## src/rtl/nx_stream_distributor_pkg.sv

```systemverilog
// Shared message/direction types for the nx mesh node, plus the source
// selector used by the outbound distributor's round-robin.
`timescale 1ns/1ps
package nx_stream_distributor_pkg;

    localparam int NX_MSG_W    = 16;
    localparam int NX_NUM_DIRS = 4;

    typedef logic [NX_MSG_W-1:0] nx_message_t;

    typedef enum logic [1:0] {
        NX_NORTH = 2'd0,
        NX_EAST  = 2'd1,
        NX_SOUTH = 2'd2,
        NX_WEST  = 2'd3
    } nx_direction_t;

    typedef enum logic {
        NX_SRC_BYPASS = 1'b0,
        NX_SRC_EMIT   = 1'b1
    } nx_src_t;

endpackage

```

## src/rtl/nx_stream_fifo.sv

```systemverilog
// Small FIFO feeding one neighbour link. The head reads as zero while the
// FIFO is empty.
`timescale 1ns/1ps
module nx_stream_fifo #(
    parameter int WIDTH = 16,
    parameter int DEPTH = 2
) (
    input  logic             clk_i,
    input  logic             rst_ni,
    input  logic             push_i,
    input  logic [WIDTH-1:0] push_data_i,
    input  logic             pop_i,
    output logic             full_o,
    output logic             empty_o,
    output logic [WIDTH-1:0] head_o
);

    localparam int PTR_W = $clog2(DEPTH);
    localparam int CNT_W = PTR_W + 1;

    logic [WIDTH-1:0] mem [DEPTH];
    logic [PTR_W-1:0] wr_ptr;
    logic [PTR_W-1:0] rd_ptr;
    logic [CNT_W-1:0] count;
    logic             do_push;
    logic             do_pop;

    assign full_o  = (count == CNT_W'(DEPTH));
    assign empty_o = (count == '0);
    assign do_push = push_i && !full_o;
    assign do_pop  = pop_i && !empty_o;
    assign head_o  = empty_o ? '0 : mem[rd_ptr];

    always_ff @(posedge clk_i or negedge rst_ni) begin
        if (!rst_ni) begin
            wr_ptr <= '0;
            rd_ptr <= '0;
            count  <= '0;
        end else begin
            if (do_push) wr_ptr <= wr_ptr + 1'b1;
            if (do_pop)  rd_ptr <= rd_ptr + 1'b1;
            case ({do_push, do_pop})
                2'b10:   count <= count + 1'b1;
                2'b01:   count <= count - 1'b1;
                default: count <= count;
            endcase
        end
    end

    // Storage carries no reset; emptiness alone gates what the head shows.
    always_ff @(posedge clk_i) begin
        if (do_push) mem[wr_ptr] <= push_data_i;
    end

endmodule

```

## src/rtl/nx_stream_distributor.sv

```systemverilog
// Merges the arbiter bypass stream and the node emit stream round-robin into
// four per-direction output FIFOs driving the neighbour links.
`timescale 1ns/1ps
module nx_stream_distributor
    import nx_stream_distributor_pkg::*;
#(
    parameter int OUT_DEPTH = 2
) (
    input  logic          clk_i,
    input  logic          rst_ni,
    input  nx_message_t   bypass_data_i,
    input  nx_direction_t bypass_dir_i,
    input  logic          bypass_valid_i,
    output logic          bypass_ready_o,
    input  nx_message_t   emit_data_i,
    input  nx_direction_t emit_dir_i,
    input  logic          emit_valid_i,
    output logic          emit_ready_o,
    output nx_message_t   north_data_o,
    output nx_message_t   east_data_o,
    output nx_message_t   south_data_o,
    output nx_message_t   west_data_o,
    output logic          north_valid_o,
    output logic          east_valid_o,
    output logic          south_valid_o,
    output logic          west_valid_o,
    input  logic          north_ready_i,
    input  logic          east_ready_i,
    input  logic          south_ready_i,
    input  logic          west_ready_i,
    output logic          idle_o
);

    nx_src_t                prefer;
    logic                   bypass_elig;
    logic                   emit_elig;
    logic                   grant_bypass;
    logic                   grant_emit;
    nx_message_t            push_data;
    logic [NX_NUM_DIRS-1:0] push_vec;
    logic [NX_NUM_DIRS-1:0] pop_vec;
    logic [NX_NUM_DIRS-1:0] full;
    logic [NX_NUM_DIRS-1:0] empty;
    nx_message_t            head [NX_NUM_DIRS];

    // Eligibility looks only at FIFO fullness, never at the neighbours' ready.
    assign bypass_elig  = bypass_valid_i && !full[bypass_dir_i];
    assign emit_elig    = emit_valid_i && !full[emit_dir_i];
    assign grant_bypass = bypass_elig && (!emit_elig || prefer == NX_SRC_BYPASS);
    assign grant_emit   = emit_elig && (!bypass_elig || prefer == NX_SRC_EMIT);

    assign bypass_ready_o = grant_bypass;
    assign emit_ready_o   = grant_emit;

    always_comb begin
        push_vec  = '0;
        push_data = grant_bypass ? bypass_data_i : emit_data_i;
        if (grant_bypass)    push_vec[bypass_dir_i] = 1'b1;
        else if (grant_emit) push_vec[emit_dir_i]   = 1'b1;
    end

    always_ff @(posedge clk_i or negedge rst_ni) begin
        if (!rst_ni)           prefer <= NX_SRC_BYPASS;
        else if (grant_bypass) prefer <= NX_SRC_EMIT;
        else if (grant_emit)   prefer <= NX_SRC_BYPASS;
    end

    assign pop_vec = {west_ready_i, south_ready_i, east_ready_i, north_ready_i} & ~empty;

    for (genvar g = 0; g < NX_NUM_DIRS; g++) begin : g_dir
        nx_stream_fifo #(
            .WIDTH (NX_MSG_W),
            .DEPTH (OUT_DEPTH)
        ) u_fifo (
            .clk_i       (clk_i),
            .rst_ni      (rst_ni),
            .push_i      (push_vec[g]),
            .push_data_i (push_data),
            .pop_i       (pop_vec[g]),
            .full_o      (full[g]),
            .empty_o     (empty[g]),
            .head_o      (head[g])
        );
    end

    assign north_data_o  = head[NX_NORTH];
    assign east_data_o   = head[NX_EAST];
    assign south_data_o  = head[NX_SOUTH];
    assign west_data_o   = head[NX_WEST];
    assign north_valid_o = !empty[NX_NORTH];
    assign east_valid_o  = !empty[NX_EAST];
    assign south_valid_o = !empty[NX_SOUTH];
    assign west_valid_o  = !empty[NX_WEST];

    assign idle_o = (&empty) && !bypass_valid_i && !emit_valid_i;

endmodule

```

## config.mk

```make
export PLATFORM = sky130hd
export DESIGN_NAME = nx_stream_distributor
export DESIGN_NICKNAME = d
export VERILOG_FILES = /design/src/rtl/nx_stream_distributor_pkg.sv /design/src/rtl/nx_stream_fifo.sv /design/src/rtl/nx_stream_distributor.sv
export SDC_FILE = /design/constraint.sdc
export NUM_CORES = 1
export LEC_CHECK = 0
export CAP_MARGIN = 20
export CELL_PAD_IN_SITES_DETAIL_PLACEMENT = 0
export CELL_PAD_IN_SITES_GLOBAL_PLACEMENT = 1
export CORE_ASPECT_RATIO = 0.9
export CORE_UTILIZATION = 43
export CTS_CLUSTER_SIZE = 8
export DETAILED_ROUTE_END_ITERATION = 10
export PLACE_DENSITY_LB_ADDON = 0.1
export SYNTH_ARGS = -nofsm -noshare
export SYNTH_HDL_FRONTEND = slang
export SYNTH_SLANG_ARGS = --single-unit
export TNS_END_PERCENT = 30
```

## constraint.sdc

```tcl
create_clock -name clk_i -period 3.55 [get_ports clk_i]
set_input_delay 0.71 -clock clk_i [delete_from_list [all_inputs] [get_ports clk_i]]
set_output_delay 0.71 -clock clk_i [all_outputs]
set_load 0.005 [all_outputs]
```

Word level (Yosys, flattened, before mapping)
Memories as Yosys holds them, arrays and structs flattened.
Index checks and enable logic that the tools add are counted.
Widths: inputs -> output; s select.
{"block": "totals", "regBits": 17, "latchBits": 0, "ramBits": 128, "rom_bits": 0, "in_bits": 44, "word_cells": 123, "memories": 4}
{"memory": "g_dir[0].u_fifo.mem", "words": 2, "width": 16, "rd": 1, "rd_ports_with_merged_regs": 0, "wr": 1, "line_no": "nx_stream_fifo.sv:21", "rtl": "logic [WIDTH-1:0] mem [DEPTH];"}
{"memory": "g_dir[1].u_fifo.mem", "words": 2, "width": 16, "rd": 1, "rd_ports_with_merged_regs": 0, "wr": 1, "line_no": "nx_stream_fifo.sv:21"}
{"memory": "g_dir[2].u_fifo.mem", "words": 2, "width": 16, "rd": 1, "rd_ports_with_merged_regs": 0, "wr": 1, "line_no": "nx_stream_fifo.sv:21"}
{"memory": "g_dir[3].u_fifo.mem", "words": 2, "width": 16, "rd": 1, "rd_ports_with_merged_regs": 0, "wr": 1, "line_no": "nx_stream_fifo.sv:21"}
{"block": "op_classes", "n_addsub": 16, "mul": 0, "n_div": 0, "order_cmp": 4, "n_eq_ne": 12, "n_shift": 0, "mux": 29, "bitwise": 3, "reduce_logical": 42}
{"cell": "$mux 16", "n": 5}
{"cell": "$eq 2x2->1 const B", "n": 8}
{"cell": "$logic_and 1x1->1", "n": 16}
{"cell": "$pmux 2 s2", "n": 4}
{"cell": "$logic_not 1->1", "n": 14}
{"cell": "$mux 1", "n": 14}
{"cell": "$reduce_bool 2->1", "n": 5}
{"cell": "$add 1x1->1 const B", "n": 8}
{"cell": "$add 2x1->2 const B", "n": 4}
{"cell": "$eq 2x1->1 const B", "n": 4}
{"cell": "$logic_not 2->1", "n": 4}
{"cell": "$mux 4", "n": 2}
{"cell": "$sub 2x1->2 const B", "n": 4}
{"cell": "$lt 2x3->1 const B", "n": 2}
{"cell": "$and 4x4->4", "n": 1}
{"cell": "$bmux 1 s2", "n": 2}
{"cell": "$demux 1 s2", "n": 2}
{"cell": "$ge 2x1->1 const B", "n": 2}
{"cell": "$not 4->4", "n": 1}
{"cell": "$reduce_and 4->1", "n": 1}
{"cell": "$logic_or 1x1->1", "n": 2}
{"cell": "$not 1->1", "n": 1}

Longest topological paths before layout
Gate-level depths: netlist (run 1).
{"block": "depth", "ltp_word": 13, "mapped_depth": 8, "mapped_depth_nobuf": 8}

By module
From an unflattened synthesis (run 1), not the netlist that was laid out.
{"block": "unflattened", "hier_cells": 393, "hier_area_um2": 6188.4}
{"module": "nx_stream_fifo", "n_inst": 4, "cells_per_inst": 85, "area_per_inst_um2": 1408.9}
{"module": "nx_stream_distributor", "n_inst": 1, "cells_per_inst": 53, "area_per_inst_um2": 553.0}

Worst setup path after synthesis (run 1)
No wires, ideal clock.
{"block": "synth_path", "kind": "input -> register", "from": "in bypass_dir_i[1]", "to": "mem g_dir[1].u_fifo.mem[1][0], enable pin", "arrival_ns": 2.521, "path_slack_ns": 0.639, "path_stages": 5, "cell_sequence": "or3b_2 -> a21boi_0 -> nor3_1 -> o22a_1 -> nor2b_1"}
{"block": "synth_via", "elab_chain_cells": 12, "elab_cells_between_ends": 18, "cone_classes": "order compare: 2; mux: 8; reduce/logical: 8"}
{"item": "start, declared", "line_no": "nx_stream_distributor.sv:12", "rtl": "input nx_direction_t bypass_dir_i,"}
{"item": "$bmux 1 s2", "line_no": "nx_stream_distributor.sv:47", "rtl": "assign bypass_elig = bypass_valid_i && !full[bypass_dir_i];"}
{"item": "$mux 1 (not written as such)", "line_no": "nx_stream_distributor.sv:47"}
{"item": "$logic_not 1->1", "line_no": "nx_stream_distributor.sv:47"}
{"item": "$logic_and 1x1->1", "line_no": "nx_stream_distributor.sv:47"}
{"item": "$logic_not 1->1", "line_no": "nx_stream_distributor.sv:50", "rtl": "assign grant_emit = emit_elig && (!bypass_elig || prefer == NX_SRC_EMIT);"}
{"item": "$logic_or 1x1->1", "line_no": "nx_stream_distributor.sv:50"}
{"item": "$logic_and 1x1->1", "line_no": "nx_stream_distributor.sv:50"}
{"item": "$mux 4", "line_no": "nx_stream_distributor.sv:59", "rtl": "else if (grant_emit) push_vec[emit_dir_i] = 1'b1;"}
{"item": "$mux 4 *", "line_no": "nx_stream_distributor.sv:58", "rtl": "if (grant_bypass) push_vec[bypass_dir_i] = 1'b1;"}
{"item": "$logic_and 1x1->1 *", "line_no": "nx_stream_fifo.sv:30", "rtl": "assign do_push = push_i && !full_o;"}
{"item": "$mux 1 *", "line_no": "nx_stream_fifo.sv:52", "rtl": "if (do_push) mem[wr_ptr] <= push_data_i;"}
{"item": "$mux 1 (not written as such) *", "line_no": "nx_stream_fifo.sv:52"}
{"item": "end, declared", "line_no": "nx_stream_fifo.sv:21"}
Every way passes the cells marked *; elsewhere a longest branch is shown, timed or not. The select of a mux whose other input is x is not followed.

Worst setup path in the final report (run 1)
{"block": "layout_path", "from": "in emit_dir_i[1]", "to": "out bypass_ready_o"}
{"block": "layout_via", "elab_chain_cells": 7}
{"item": "start, declared", "line_no": "nx_stream_distributor.sv:16", "rtl": "input nx_direction_t emit_dir_i,"}
{"item": "$bmux 1 s2", "line_no": "nx_stream_distributor.sv:48", "rtl": "assign emit_elig = emit_valid_i && !full[emit_dir_i];"}
{"item": "$mux 1 (not written as such)", "line_no": "nx_stream_distributor.sv:48"}
{"item": "$logic_not 1->1", "line_no": "nx_stream_distributor.sv:48"}
{"item": "$logic_and 1x1->1", "line_no": "nx_stream_distributor.sv:48"}
{"item": "$logic_not 1->1", "line_no": "nx_stream_distributor.sv:49", "rtl": "assign grant_bypass = bypass_elig && (!emit_elig || prefer == NX_SRC_BYPASS);"}
{"item": "$logic_or 1x1->1", "line_no": "nx_stream_distributor.sv:49"}
{"item": "$logic_and 1x1->1", "line_no": "nx_stream_distributor.sv:49"}
{"item": "end, declared", "line_no": "nx_stream_distributor.sv:14", "rtl": "output logic bypass_ready_o,"}
No other way between the ends. The select of a mux whose other input is x is not followed.

==> impl_metrics.json, run 1 <==
{
  "top_usage_layer": "met2",
  "multi_input_area_sq_mm": 0.00166,
  "end_kind": "output port",
  "leakage_nw": 3.07,
  "grtUsageMet2": 0.302,
  "post-route-drc-count": 0,
  "fin_worst_skew_ps": 8.48,
  "coreArea_sq_mm": 0.0135,
  "cp.arrival_ps": 2760,
  "drive_above_1_share": 0.121,
  "hold_viol": 0,
  "layout.cells.most_common_list": "128 x edfxtp_1, 114 x clkdlybuf4s50_1, 78 x nor2_1",
  "finalSetupViolCount": 0,
  "clk_path_buf_depth": 2,
  "routed_wl_microns": 13200,
  "synth-simple-area-share": 0.0794,
  "syn_nets": 434,
  "dpl.cell_count": 674,
  "viasPerCell": 5.06,
  "maxSlewViolCount": 0,
  "finalWeightedCongestion": 0.920,
  "holdPathStages": 1,
  "max_cap_violations": 0,
  "clkLatencyLatePin_ps": 420,
  "grt_util_met1": 0.266,
  "ant_nets": 0,
  "areaGrowthSynthToFinish_pct": 35.0,
  "finalCritPeriodShare": 0.978,
  "grt_use_total": 0.197,
  "root_buffer": "clkbuf_16",
  "grt_pass1_wl_microns": 20300,
  "post_drt_wl_per_cell_microns": 18.7,
  "final_common_cell": "edfxtp_1",
  "fp.dieH_microns": 114,
  "cts_buffers": 17,
  "htree_levels": 4,
  "drt_iter0_drc": 195,
  "post_dp_cell_area_sq_mm": 0.00751,
  "ys.warnings.count": 0,
  "synth_area_sq_mm": 0.00602,
  "clkSlewWorstSetupHoldPaths_ps": 50,
  "max_clock_freq_mhz": 288,
  "dr_total_vias": 3570,
  "grt_max_degree": 20,
  "dieArea_sq_mm": 0.0145,
  "r2r_cells": 5,
  "netlist_instances": 386,
  "cp_max_fo": 3,
  "die_x_microns": 127,
  "first_global_vias": 3629,
  "p_per_area_mw_per_mm2": 846,
  "setup_tns_ps": 0,
  "worst_pin_slew_ps": 874,
  "rsz0062_at_grt": "no",
  "nNetsFinal": 573,
  "regArea_sq_mm": 0.00427,
  "cp-start-kind": "input port",
  "postLayoutCellArea_sq_mm": 0.00813,
  "synth_cell_types": 31,
  "hpwl_microns": 9090,
  "path_class": "in2out",
  "synthMuxAreaShare": 0.146,
  "met3_usage": 0.0439,
  "overflow": 0,
  "status": "complete, no violations",
  "synth_adder_area_share": 0.00831,
  "hold_buffers": 0,
  "initial_core_util": 0.446,
  "cts_tree": "done",
  "ir_drop_v": 0.000484,
  "fin_cells": 706,
  "io_buffers": 114,
  "io_pins": 115,
  "antenna_found_initial": 0,
  "synth_top_family_by_area": "multiplexers",
  "synth.ff_latch_count": 145,
  "synth-seq-area-share": 0.709,
  "rows": 40,
  "synth_compound_area_frac": 0.0129,
  "synth_xor_area_frac": 0.0291,
  "nFillCells": 1064,
  "min_period_ps": 3470,
  "hp-class": "reg2reg",
  "num_antenna_cells": 0,
  "slew_headroom": 0.415,
  "cp.required_ps": 2840,
  "drtPass1Iterations": 4,
  "syn_area_per_cell_sq_um": 15.6,
  "clock-sinks": 145
}
-- power breakdown --
part           switching [mW]  internal (mW)
sequential              0.184           2.27
clock                   0.662           1.17
combinational            1.18           1.40
total                    2.03           4.84
-- registers in the layout (all words and copies together), names as in the netlist --
| name | cells |
|---|---|
| g_dir.u_fifo.mem | 128 |
| g_dir.u_fifo.count | 8 |
| g_dir.u_fifo.rd_ptr | 4 |
| g_dir.u_fifo.wr_ptr | 4 |
| prefer | 1 |
-- path summary, 6_finish.rpt --
check                                                      from  slack [ps]                                    to
min in group asynchronous                                rst_ni         790  g_dir[3].u_fifo.count[1]$_DFFE_PN0P_
min                          g_dir[1].u_fifo.rd_ptr$_DFFE_PN0P_         480    g_dir[1].u_fifo.rd_ptr$_DFFE_PN0P_
max reg2reg                g_dir[1].u_fifo.count[0]$_DFFE_PN0P_         880   g_dir[2].u_fifo.mem[1][4]$_DFFE_PP_
min reg2reg                  g_dir[1].u_fifo.rd_ptr$_DFFE_PN0P_         480    g_dir[1].u_fifo.rd_ptr$_DFFE_PN0P_
max in group asynchronous                                rst_ni        2220                    prefer$_DFFE_PN0P_
max                                               emit_dir_i[1]          80                        bypass_ready_o
-- synthesized netlist by cell type, drive strengths merged --
cell      n  share of area
edfxtp  128           0.64
a21o      1         0.0012
clkbuf   13         0.0081
dfrtp    17          0.071
buf       2         0.0037
nand3b    2         0.0025
nand3     2         0.0017
or3b      1         0.0015
or2       1         0.0010
nor2b     8         0.0083
nand2     1        0.00062
xor2      8          0.012
nor2     78          0.049
nand4b    2         0.0029
a311o     1         0.0017
a31o      1         0.0015
inv       6         0.0037
o221ai    1         0.0015
ha        4         0.0083
nand2b    7         0.0085
mux4      1         0.0037
a21boi    1         0.0012
nor3      2         0.0017
xnor2    12          0.017
mux2i    64           0.11
o22a      4         0.0058
mux2     16          0.036
nand4     2         0.0021
-- through the flow --
stage	worst slack [ps]	util	power [mW]	hold WS, ps
floorplan	639	-	3.73	414
global placement	52.6	0.556	5.05	470
detailed placement	35.0	0.556	5.10	467
CTS	22.3	0.601	6.95	479
global route	21.1	0.601	7.23	505
finish	79.1	0.601	6.87	479
-- final cells by class --
class                           count  area share
Clock buffer                       18      0.0528
Clock inverter                     14      0.0232
Inverter                            6     0.00277
Multi-Input combinational cell    220       0.204
Sequential cell                   145       0.525
Tap cell                          168      0.0259
Timing Repair Buffer              135       0.166
-- critical path, stage by stage --
cell and delay (ps):
clkdlybuf4s50_1 520, mux4_2 550, a311o_1 400, inv_1 80, clkdlybuf4s50_1 500
-- logic make-up (layout without fill, tap and decap cells) --
| family | after synthesis | count (layout) |
|---|---|---|
| XOR/XNOR | 20 | 20 |
| adder cells (fa/ha/maj) | 4 | 4 |
| multiplexers | 81 | 81 |
| flip-flops | 145 | 145 |
| buffers and inverters | 21 | 173 |
| AND/OR/NAND/NOR | 106 | 106 |
| AO/OA/AOI/OAI | 9 | 9 |
-- per-layer routing --
metal | share of wire | wire length [microns]
met5 | 0 | 0
met3 | 0.046 | 609
met1 | 0.46 | 6140
met2 | 0.46 | 6060
met4 | 0.031 | 406
-- what timing repair did --
item	CTS	global route
buffers inserted	0	0
setup endpoints to repair	0	1
gates resized for setup	0	0
No activity file was read; power rests on OpenSTA's default activity.
==> run 2: changes to the inputs <==
--- a/config.mk
+++ b/config.mk
@@ -13,6 +13,7 @@
 export CTS_CLUSTER_SIZE = 8
 export DETAILED_ROUTE_END_ITERATION = 10
 export PLACE_DENSITY_LB_ADDON = 0.1
+export SLEW_MARGIN = 20
 export SYNTH_ARGS = -nofsm -noshare
 export SYNTH_HDL_FRONTEND = slang
 export SYNTH_SLANG_ARGS = --single-unit
==> results of run 2 <==
The final DEF is identical to that of run 1; final timing and power are the same.
==> run 3: changes to the inputs <==
--- a/config.mk
+++ b/config.mk
@@ -13,7 +13,7 @@
 export CTS_CLUSTER_SIZE = 8
 export DETAILED_ROUTE_END_ITERATION = 10
 export PLACE_DENSITY_LB_ADDON = 0.1
-export SLEW_MARGIN = 20
+export SLEW_MARGIN = 30
 export SYNTH_ARGS = -nofsm -noshare
 export SYNTH_HDL_FRONTEND = slang
 export SYNTH_SLANG_ARGS = --single-unit
==> run 3 against run 2 <==
  * Final cell count stayed put
  * Combinational power is essentially flat
  * Routed wire length about the same
  * Highest routed layer unchanged
  * Global-route usage unchanged
  * Non-clock buffer count is the same
  * Power about the same
  * Critical endpoint unchanged
  * Utilization about the same
  * Sequential share of layout area hardly changed
  * Sequential cell count did not move
  * Fmax is essentially flat
  * Design area barely moved
==> impl_metrics.json, run 3 (synthesis results as in run 1) <==
{
  "post-place-ws_ps": 35.0,
  "dieArea_sq_mm": 0.0145,
  "die_x_microns": 127,
  "top_regs": "g_dir.u_fifo.mem x128, g_dir.u_fifo.count x8",
  "fin_worst_skew_ps": 8.61,
  "final_common_cell": "edfxtp_1",
  "overflow": 0,
  "total_power_mw": 6.87,
  "crit_buf_inv": 3,
  "dr_total_vias": 3568,
  "path_cells": "clkdlybuf4s50_1 > mux4_2 > a311o_1 > inv_1 > clkdlybuf4s50_1",
  "min_period_ps": 3470,
  "cts_tree": "done",
  "path_delay_family": "buffers and inverters",
  "setup_tns_ps": 0,
  "maxSlewViolCount": 0,
  "hold_viol": 0,
  "rsz0062_at_grt": "no",
  "antenna_found_initial": 0,
  "post_cts_resized": 0,
  "cp.arrival_ps": 2760,
  "critPathMaxStageDelay_ps": 550,
  "r2r_start": "g_dir[1].u_fifo.count[0]$_DFFE_PN0P_",
  "max_cap_violations": 0,
  "leakage_nw": 3.07,
  "first_global_vias": 3629,
  "routed_wl_microns": 13200,
  "post_drt_wl_per_cell_microns": 18.7,
  "grt_max_degree": 20,
  "nNetsFinal": 573,
  "ant_nets": 0,
  "grt_use_total": 0.197,
  "finalWeightedCongestion": 0.920,
  "ir_drop_v": 0.000484,
  "regArea_sq_mm": 0.00427,
  "finalSetupViolCount": 0,
  "io_pins": 115,
  "path_class": "in2out",
  "status": "complete, no violations",
  "cts_buffers": 17,
  "clkSlewWorstSetupHoldPaths_ps": 50,
  "initial_core_util": 0.446,
  "io_buffers": 114,
  "areaGrowthSynthToFinish_pct": 34.9,
  "startpoint": "emit_dir_i[1]",
  "cp_slowest_cell": "mux4_2",
  "finalCritPeriodShare": 0.978,
  "drive_above_1_share": 0.123,
  "clkLatencyLatePin_ps": 420,
  "fin_ws_ps": 77.4,
  "drt_iter0_drc": 194,
  "cp_max_fo": 3,
  "cp-start-kind": "input port",
  "post-route-drc-count": 0,
  "max_clock_freq_mhz": 288,
  "largest_reg_flops": 128,
  "holdWs_ps": 232,
  "viasPerCell": 5.05,
  "slew_headroom": 0.666,
  "cts_setup_buffers": 0,
  "hp-class": "in2async",
  "fp.dieH_microns": 114,
  "num_antenna_cells": 0,
  "clk_path_buf_depth": 2,
  "largest_register": "g_dir.u_fifo.mem",
  "cp.required_ps": 2840,
  "cpMostUsedCell": "clkdlybuf4s50_1",
  "root_buffer": "clkbuf_16",
  "fin_util": 0.601,
  "grt_pass1_wl_microns": 20300,
  "multi_input_area_sq_mm": 0.00166,
  "hpwl_microns": 9090,
  "clock-sinks": 145,
  "htree_levels": 4,
  "layout.cells.most_common_list": "128 x edfxtp_1, 113 x clkdlybuf4s50_1, 78 x nor2_1",
  "rows": 40,
  "hold_buffers": 0,
  "p_per_area_mw_per_mm2": 846,
  "end_kind": "output port",
  "worst_pin_slew_ps": 500,
  "coreArea_sq_mm": 0.0135,
  "drtPass1Iterations": 4,
  "nFillCells": 1065
}
==> run 3: cell types whose count changed in the layout (fill, tap and decap cells not counted), sizes merged <==
cell / delta
clkdlybuf4s50: -1
buf: +1
==> run 3: layout make-up <==
type                    count  share of cell area
inverters                   6             0.00277
well taps                 168              0.0259
clock buffers              18              0.0528
flip-flops and latches    145               0.526
repair buffers            135               0.165
multi-input cells         220               0.204
clock inverters            14              0.0233
==> run 3: metal layers <==
metal | vias to the layer above | part of all wire | track usage
met1 | 1735 | 0.47 | 0.266
met3 | 28 | 0.046 | 0.0439
li1 | 1696 | - | -
met2 | 109 | 0.46 | 0.302
met4 | 0 | 0.031 | 0.101
met5 | - | 0 | 0
==> run 3: through the flow <==
stage	cells	cell area, sq um
finish	706	8120
detailed placement	674	7510
floorplan	386	6020
global route	706	8120
CTS	706	8130
global placement	674	7510
==> run 3: final timing paths <==
path	end	slack (ps)	depth (start not counted)
hold reg to reg	g_dir[1].u_fifo.rd_ptr$_DFFE_PN0P_	480	1
min in group clk_i	g_dir[1].u_fifo.rd_ptr$_DFFE_PN0P_	480	1
max in group asynchronous	prefer$_DFFE_PN0P_	3010	1
hold / removal	g_dir[1].u_fifo.count[0]$_DFFE_PN0P_	230	1
setup reg to reg	g_dir[2].u_fifo.mem[1][4]$_DFFE_PP_	880	5
setup / recovery	bypass_ready_o	80	5
==> run 3: where the power goes <==
group	switching [mW]	internal (mW)	leakage (nW)
Combinational	1.19	1.40	1.41
Sequential	0.183	2.27	1.36
Clock	0.662	1.17	0.299
